==> config.mk <==
export PLATFORM = sky130hd
export DESIGN_NAME = uart_rx_frame_ctrl
export DESIGN_NICKNAME = d
export VERILOG_FILES = /design/src/rtl/uart_rx_frame_ctrl.sv
export SDC_FILE = /design/constraint.sdc
export NUM_CORES = 1
export LEC_CHECK = 0
export BUFFER_PORTS_ARGS = -buffer_cell sky130_fd_sc_hd__buf_2
export CAP_MARGIN = 20
export CORE_MARGIN = 8
export CORE_UTILIZATION = 50
export DETAILED_ROUTE_END_ITERATION = 10
export PLACE_DENSITY = 0.74
export REMOVE_ABC_BUFFERS = 1
export SYNTH_ARGS = -nofsm -noshare
export SYNTH_HDL_FRONTEND = slang
export SYNTH_SLANG_ARGS = --single-unit
export TNS_END_PERCENT = 100
==> constraint.sdc <==
create_clock -name i_Clock -period 3.8 [get_ports i_Clock]
set_input_delay 0 -clock i_Clock [delete_from_list [all_inputs] [get_ports i_Clock]]
set_output_delay 0 -clock i_Clock [all_outputs]
set_load 0.1 [all_outputs]
==> src/rtl/uart_rx_frame_ctrl.sv <==
// Frame sequencer behind a UART receiver: sync hunt, CMD/LEN/payload/CHK collection,
// inter-byte timeout, and a held frame released by valid/ack with an addressable payload buffer.
module uart_rx_frame_ctrl #(
  parameter int CLKS_PER_BIT  = 868,
  parameter int MAX_PAYLOAD   = 16,
  parameter int TIMEOUT_BYTES = 4
) (
  input  logic                             i_Clock,
  input  logic                             i_Reset,
  input  logic                             i_RX_DV,
  input  logic [7:0]                       i_RX_Byte,
  input  logic                             i_Frame_Ack,
  input  logic [$clog2(MAX_PAYLOAD)-1:0]   i_Rd_Addr,
  output logic [7:0]                       o_Rd_Data,
  output logic                             o_Frame_Valid,
  output logic [7:0]                       o_Frame_Cmd,
  output logic [$clog2(MAX_PAYLOAD+1)-1:0] o_Frame_Len,
  output logic                             o_Busy,
  output logic                             o_Err_Checksum,
  output logic                             o_Err_Length,
  output logic                             o_Err_Timeout,
  output logic                             o_Err_Overrun
);
  localparam int TIMEOUT_CLKS = TIMEOUT_BYTES * 10 * CLKS_PER_BIT;
  localparam int AW = $clog2(MAX_PAYLOAD);
  localparam int LW = $clog2(MAX_PAYLOAD + 1);
  localparam int CW = $clog2(TIMEOUT_CLKS);
  localparam logic [7:0] SYNC = 8'hA5;

  // IDLE: hunt sync | GET_*: collect field | HOLD: frame presented until ack
  typedef enum logic [2:0] {IDLE, GET_CMD, GET_LEN, GET_PAYLOAD, GET_CHK, HOLD} state_t;

  state_t          r_state, w_state_nxt;
  logic [CW-1:0]   r_cnt, w_cnt_nxt;
  logic [7:0]      r_sum, w_sum_nxt;
  logic [7:0]      r_idx, w_idx_nxt;
  logic [7:0]      r_cmd_sh, w_cmd_sh_nxt;
  logic [7:0]      r_len_sh, w_len_sh_nxt;
  logic [7:0]      r_frame_cmd;
  logic [LW-1:0]   r_frame_len;
  logic            r_err_chk, r_err_len, r_err_to, r_err_ovr;
  logic            w_err_chk, w_err_len, w_err_to, w_err_ovr;
  logic            w_buf_we, w_load;
  logic [7:0]      r_buf [MAX_PAYLOAD];

  always_ff @(posedge i_Clock or posedge i_Reset) begin
    if (i_Reset) begin
      r_state     <= IDLE;
      r_cnt       <= '0;
      r_sum       <= '0;
      r_idx       <= '0;
      r_cmd_sh    <= '0;
      r_len_sh    <= '0;
      r_frame_cmd <= '0;
      r_frame_len <= '0;
      r_err_chk   <= 1'b0;
      r_err_len   <= 1'b0;
      r_err_to    <= 1'b0;
      r_err_ovr   <= 1'b0;
    end else begin
      r_state   <= w_state_nxt;
      r_cnt     <= w_cnt_nxt;
      r_sum     <= w_sum_nxt;
      r_idx     <= w_idx_nxt;
      r_cmd_sh  <= w_cmd_sh_nxt;
      r_len_sh  <= w_len_sh_nxt;
      r_err_chk <= w_err_chk;
      r_err_len <= w_err_len;
      r_err_to  <= w_err_to;
      r_err_ovr <= w_err_ovr;
      if (w_load) begin
        r_frame_cmd <= r_cmd_sh;
        r_frame_len <= LW'(r_len_sh);
      end
    end
  end

  always_ff @(posedge i_Clock) begin
    if (w_buf_we) r_buf[r_idx[AW-1:0]] <= i_RX_Byte;
  end

  always_comb begin
    w_state_nxt  = r_state;
    w_cnt_nxt    = '0;
    w_sum_nxt    = r_sum;
    w_idx_nxt    = r_idx;
    w_cmd_sh_nxt = r_cmd_sh;
    w_len_sh_nxt = r_len_sh;
    w_buf_we     = 1'b0;
    w_load       = 1'b0;
    w_err_chk    = 1'b0;
    w_err_len    = 1'b0;
    w_err_to     = 1'b0;
    w_err_ovr    = 1'b0;
    case (r_state)
      IDLE: begin
        if (i_RX_DV && i_RX_Byte == SYNC) w_state_nxt = GET_CMD;
      end
      GET_CMD, GET_LEN, GET_PAYLOAD, GET_CHK: begin
        if (!i_RX_DV) begin
          if (r_cnt == CW'(TIMEOUT_CLKS - 1)) begin
            w_err_to    = 1'b1;
            w_state_nxt = IDLE;
          end else begin
            w_cnt_nxt = r_cnt + 1'b1;
          end
        end else if (r_state == GET_CMD) begin
          w_cmd_sh_nxt = i_RX_Byte;
          w_sum_nxt    = i_RX_Byte;
          w_state_nxt  = GET_LEN;
        end else if (r_state == GET_LEN) begin
          if (i_RX_Byte > 8'(MAX_PAYLOAD)) begin
            w_err_len   = 1'b1;
            w_state_nxt = IDLE;
          end else begin
            w_len_sh_nxt = i_RX_Byte;
            w_sum_nxt    = r_sum + i_RX_Byte;
            w_idx_nxt    = '0;
            w_state_nxt  = (i_RX_Byte == 8'd0) ? GET_CHK : GET_PAYLOAD;
          end
        end else if (r_state == GET_PAYLOAD) begin
          w_buf_we  = 1'b1;
          w_sum_nxt = r_sum + i_RX_Byte;
          if (r_idx == r_len_sh - 8'd1) w_state_nxt = GET_CHK;
          else                          w_idx_nxt   = r_idx + 8'd1;
        end else begin
          if (i_RX_Byte == r_sum) begin
            w_load      = 1'b1;
            w_state_nxt = HOLD;
          end else begin
            w_err_chk   = 1'b1;
            w_state_nxt = IDLE;
          end
        end
      end
      HOLD: begin
        // Ack frees the frame this cycle, so a coincident byte is judged as an IDLE byte.
        if (i_Frame_Ack)  w_state_nxt = (i_RX_DV && i_RX_Byte == SYNC) ? GET_CMD : IDLE;
        else if (i_RX_DV) w_err_ovr   = 1'b1;
      end
      default: w_state_nxt = IDLE;
    endcase
  end

  assign o_Rd_Data      = (LW'(i_Rd_Addr) < r_frame_len) ? r_buf[i_Rd_Addr] : 8'h00;
  assign o_Frame_Valid  = (r_state == HOLD);
  assign o_Busy         = (r_state != IDLE);
  assign o_Frame_Cmd    = r_frame_cmd;
  assign o_Frame_Len    = r_frame_len;
  assign o_Err_Checksum = r_err_chk;
  assign o_Err_Length   = r_err_len;
  assign o_Err_Timeout  = r_err_to;
  assign o_Err_Overrun  = r_err_ovr;
endmodule
# After elaboration in Yosys (flattened, before gate mapping)
# Memories as Yosys holds them, arrays and structs flattened.
# Cells that the tools add are included.
# totals
regBits,68
ram_bits,128
in_bits,16
word_cells,104
n_memories,1
# memory_table
memory,depth,width,read_ports,rd_ports_with_merged_regs,write_ports,line,text
r_buf,16,8,1,0,1,44,logic [7:0] r_buf [MAX_PAYLOAD];
# classes
addsub,4
n_lt_le_gt_ge,2
n_eq_ne,16
n_mux,55
bitwise_logic,2
n_reduce_logical,12
# ops
op,n
8-bit two-way mux,9
16-bit two-way mux,3
3-bit two-way mux,11
1-bit two-way mux,31
"16-bit by 1-bit adder with 16-bit output, second input constant",1
"16-bit equality test, second input constant",1
8-bit equality test,2
3-bit one-hot mux with 3 select lines,1
"8-bit by 1-bit adder with 8-bit output, second input constant",1
8-bit adder,1
"8-bit equality test, second input constant",1
"8-bit by 5-bit > comparator with 1-bit output, second input constant",1
8-bit logical NOT,1
"2-bit inequality test, second input constant",4
4-bit AND reduction,2
"8-bit by 1-bit subtractor with 8-bit output, second input constant",1
"3-bit by 2-bit equality test with 1-bit output, second input constant",2
"3-bit equality test, second input constant",2
"3-bit inequality test, second input constant",2
"6-bit inequality test, second input constant",1
6-bit AND reduction,1
3-bit nonzero test,2
4-bit by 5-bit less-than comparator with 1-bit output,1
5-bit AND reduction,1
7 further kinds,8

# Longest topological paths before layout
# logic_depth
ltp_word,8
mapped_depth,9
depth_no_buf,9

# Worst setup path before layout
# OpenSTA, ideal clock, no wires.
# synth_path
path_type,reg-to-output
start,"register r_frame_len[1], in the netlist o_Frame_Len[1]"
end,output port o_Rd_Data[0]
arrival_ns,3.256
slack_ns,0.544
stages_incl_launch_ff,8
path_buffers,0
cell_sequence,dfrtp_1 inv_1 ha_1 a21o_1 a21o_1 a21oi_1 nor2_1 nor2b_1
# synth_via
elab_chain_cells,2
# synth_rtl
item,line,text
"start, declared",40,logic [LW-1:0] r_frame_len;
"start signal, assigned",73,r_frame_len <= LW'(r_len_sh);
4-bit by 5-bit less-than comparator with 1-bit output,145,assign o_Rd_Data = (LW'(i_Rd_Addr) < r_frame_len) ? r_buf[i_Rd_Addr] : 8'h00;
8-bit two-way mux,145,
"end, declared",14,"output logic [7:0] o_Rd_Data,"
# No other way between the ends.

# Worst setup path in the final report
# layout_path
start,register r_state[2]
end,memory r_buf[4][5] (enable)
# layout_via
elab_chain_cells,8
elab_cells_between_ends,12
classes_between,eq/ne (4); mux (7); reduce/logical (1)
# layout_rtl
item,line,text
"start, declared",33,"state_t r_state, w_state_nxt;"
"start signal, assigned",61,r_state <= w_state_nxt;
3-bit by 2-bit equality test with 1-bit output,"95, 121",
1-bit two-way mux,121,end else if (r_state == GET_PAYLOAD) begin
1-bit two-way mux,111,end else if (r_state == GET_LEN) begin
1-bit two-way mux,107,end else if (r_state == GET_CMD) begin
1-bit two-way mux,100,if (!i_RX_DV) begin
1-bit two-way mux (*),95,case (r_state)
1-bit two-way mux (*),79,if (w_buf_we) r_buf[r_idx[AW-1:0]] <= i_RX_Byte;
1-bit two-way mux (implied by the code) (*),79,
"end, declared",44,
# Mark *: on every way between the ends. The rest lies on a longest branch, timed or not.

==> impl_metrics.toml <==
[setup_path]
critPathMaxStageDelay_ns = 0.79
cp.buffers_inverters = 1
arrival_ns = 2.64
crit_chain = "inv_1 > nand2_1 > nor2_1 > nor2_1 > nand2_1 > nor2_1"
path_common_cell = "nor2_1"
crit_type = "flip-flop to flip-flop"
crit_path_start_kind = "flip-flop"
cp-end-kind = "flip-flop"
crit_required_ns = 3.86
critical_path.max_fanout = 8
cpMaxStageDelayCell = "nor2_1"
crit_family = "simple AND/OR/NAND/NOR gates"

[routing]
drt_iter0_markers = 423
avgRoutedWirePerCell_um = 21.09
finalWirelength_mm = 18.44
drc = 0
firstDrtPassIters = 5
vias = 5127
via_per_inst = 5.866
ant_nets = 0

[outcome]
status = "complete, no violations"

[logic_synthesis]
synth_area_leaders = "edfxtp_1 (44%), dfrtp_1 (20%), mux4_2 (10%)"
yosysTopAreaCell = "edfxtp_1"
syn_area_sq_um = 8726
async_flop_share = 0.3469
ys_seq_elements = 196
synth-main-ff-cell = "edfxtp_1"
synth_top_area_frac = 0.4405
synth_most_common_cell = "edfxtp_1"
ys_seq_area_frac = 0.6355
synth-edff-count = 128
yosysUniqueCellTypes = 59
synthCells = 585
ys_warn_count = 0
syn_avg_cell_area_sq_um = 14.92
synth_common_cells = "edfxtp_1 (128), dfrtp_1 (68), nor2_1 (50)"

[die]
start_util = 0.5080
io_pins = 43
core.rowCount = 48
die_h_um = 148.1
die_width_um = 148.1
dieArea_sq_um = 21940
core_region_area_sq_um = 17180

[power_and_ir_drop]
swShare = 0.3192
p_seq_frac = 0.455
switchingPower_mw = 1.888
combPwrFrac = 0.238
total_power_mw = 5.914
leakage_nw = 3.710
max-vdd-ir-drop_mv = 0.4162
p_int_mw = 4.026
power.density_nw_per_um2 = 601.2
clkPwrFrac = 0.307

[sta]
slew_viol_final = 0
rsz0062_at_grt = "false"
finalHoldWorstSlack_ns = 0.03568
relSlewSlack = 0.3450
worst_pin_slew_ns = 0.9788
setup_viol = 0
fin_crit_ns = 2.578
final.setup_skew_ns = 0.008285
post-route-period-util = 0.6785
final_hold_viol_count = 0
max_freq_mhz = 387.9
fin_tns_setup_ns = 0

[placement]
finalWeightedCongestion = 0.8371
portBuffers = 42
dpl.hpwl_mm = 12.13

[global_route]
grt_pass1_vias = 5364
grt_max_degree = 38
antenna_found_initial = 0
track_usage = 0.1774
overflow = 0
grt_pass1_wl_mm = 29.93

[clock_network]
root_buffer = "clkbuf_16"
cts_setup_buffers = 0
cts_max_level = 4
post_cts_resized = 0
hold_buffers = 4
cts_tree = "built"
clockBufferDepth = 2
clk_pin_slew_ns = 0.07
clkLatencyLatePin_ns = 0.44
clkSinkCount = 196
cts_inserted_buffers = 17

[run]
drv_cap = 0

[layout]
nets = 669
fillers = 1354
syn2layout_area_growth_pct = 12.73
drive_above_1_share = 0.2419
insertedDiodeCount = 0

[hold_path]
hp-class = "input port to flip-flop"
==> registers in the layout (all words and copies together), names as in the netlist <==
name / count
r_state: 3
o_Err_Length: 1
r_len_sh: 8
o_Frame_Cmd: 8
o_Err_Checksum: 1
o_Err_Timeout: 1
o_Frame_Len: 5
r_cnt: 16
r_idx: 8
r_cmd_sh: 8
r_sum: 8
r_buf: 128
o_Err_Overrun: 1
==> power by group through the flow <==
stage	Combinational (mW)	Clock [mW]	Sequential, mW
after floorplan	1.05	0	2.71
after global placement	1.35	0	2.71
after detailed placement	1.40	0	2.73
after CTS	1.41	1.84	2.69
after global routing	1.57	1.92	2.72
final	1.41	1.81	2.69
==> cells by family after synthesis <==
group	Yosys count	share of synthesized area
AO/OA/AOI/OAI	63	0.05133
AND/OR/NAND/NOR	166	0.09751
multiplexers	71	0.1427
buffers and inverters	44	0.01965
adder cells (fa/ha/maj)	17	0.02524
flip-flops	196	0.6355
XOR/XNOR	28	0.02810
==> layer usage <==
layer / vias to the layer above / global-route usage / share of wire
met3: 25 / 0.03525 / 0.051
met4: 0 / 0.06782 / 0.019
li1: 2325 / - / -
met2: 168 / 0.2858 / 0.50
met5: - / 0 / 0
met1: 2609 / 0.2341 / 0.43
==> worst reg2reg max path, delay by kind of cell, from the launching register on <==
kind          cells  cell delay, ns
buf+inv           1            0.12
flops             1            0.46
simple gates      5            1.63
==> cell type report <==
| class | instances | area [sq um] | share of cell area |
|---|---|---|---|
| flip-flops and latches | 196 | 5545 | 0.5637 |
| multi-input cells | 345 | 3014 | 0.3064 |
| clock buffers | 17 | 425.4 | 0.04325 |
| repair buffers | 55 | 317.8 | 0.03231 |
| well taps | 225 | 281.5 | 0.02862 |
| clock inverters | 15 | 173.9 | 0.01768 |
| inverters | 21 | 78.83 | 0.008013 |
==> path summary, 6_finish.rpt <==
kind | start | end | slack (ns) | cells past startpoint
worst max-delay path | r_state[2] | r_buf[4][5] | 1.22 | 6
worst min-delay path | i_RX_Byte[1] | r_len_sh[1] | 0.04 | 3
worst max register to register | r_state[2] | r_buf[4][5] | 1.22 | 6
worst min register to register | r_sum[0] | r_sum[0] | 0.48 | 2
max in group asynchronous | i_Reset | r_idx[0] | 2.68 | 4
min in group asynchronous | i_Reset | r_cnt[10] | 0.21 | 3
==> stage by stage <==
stage	setup slack (ns)	util	cell area, sq um	std cells
final	1.222	0.5727	9837	874
after global routing	1.013	0.5727	9837	874
after CTS	1.236	0.5727	9837	874
after detailed placement	1.254	0.5355	9198	838
after global placement	1.129	0.5350	9190	837
after floorplan	0.5445	-	8633	562
==> layout by cell type, fill, tap and decap left out, drive strengths merged, types with 5 or more instances in the layout <==
master,Yosys,routed
nor4,6,6
and3,5,5
nor3,20,20
edfxtp,128,128
nor2,50,50
mux4,40,40
clkinv,0,6
o21ai,14,14
a21oi,15,15
ha,16,16
nand3,12,12
buf,7,51
clkbuf,16,17
mux2,27,27
nor2b,19,19
dfrtp,68,68
nand2,25,25
or3,5,5
xor2,11,11
inv,21,27
xnor2,17,17
No activity file was read; power rests on OpenSTA's default activity.
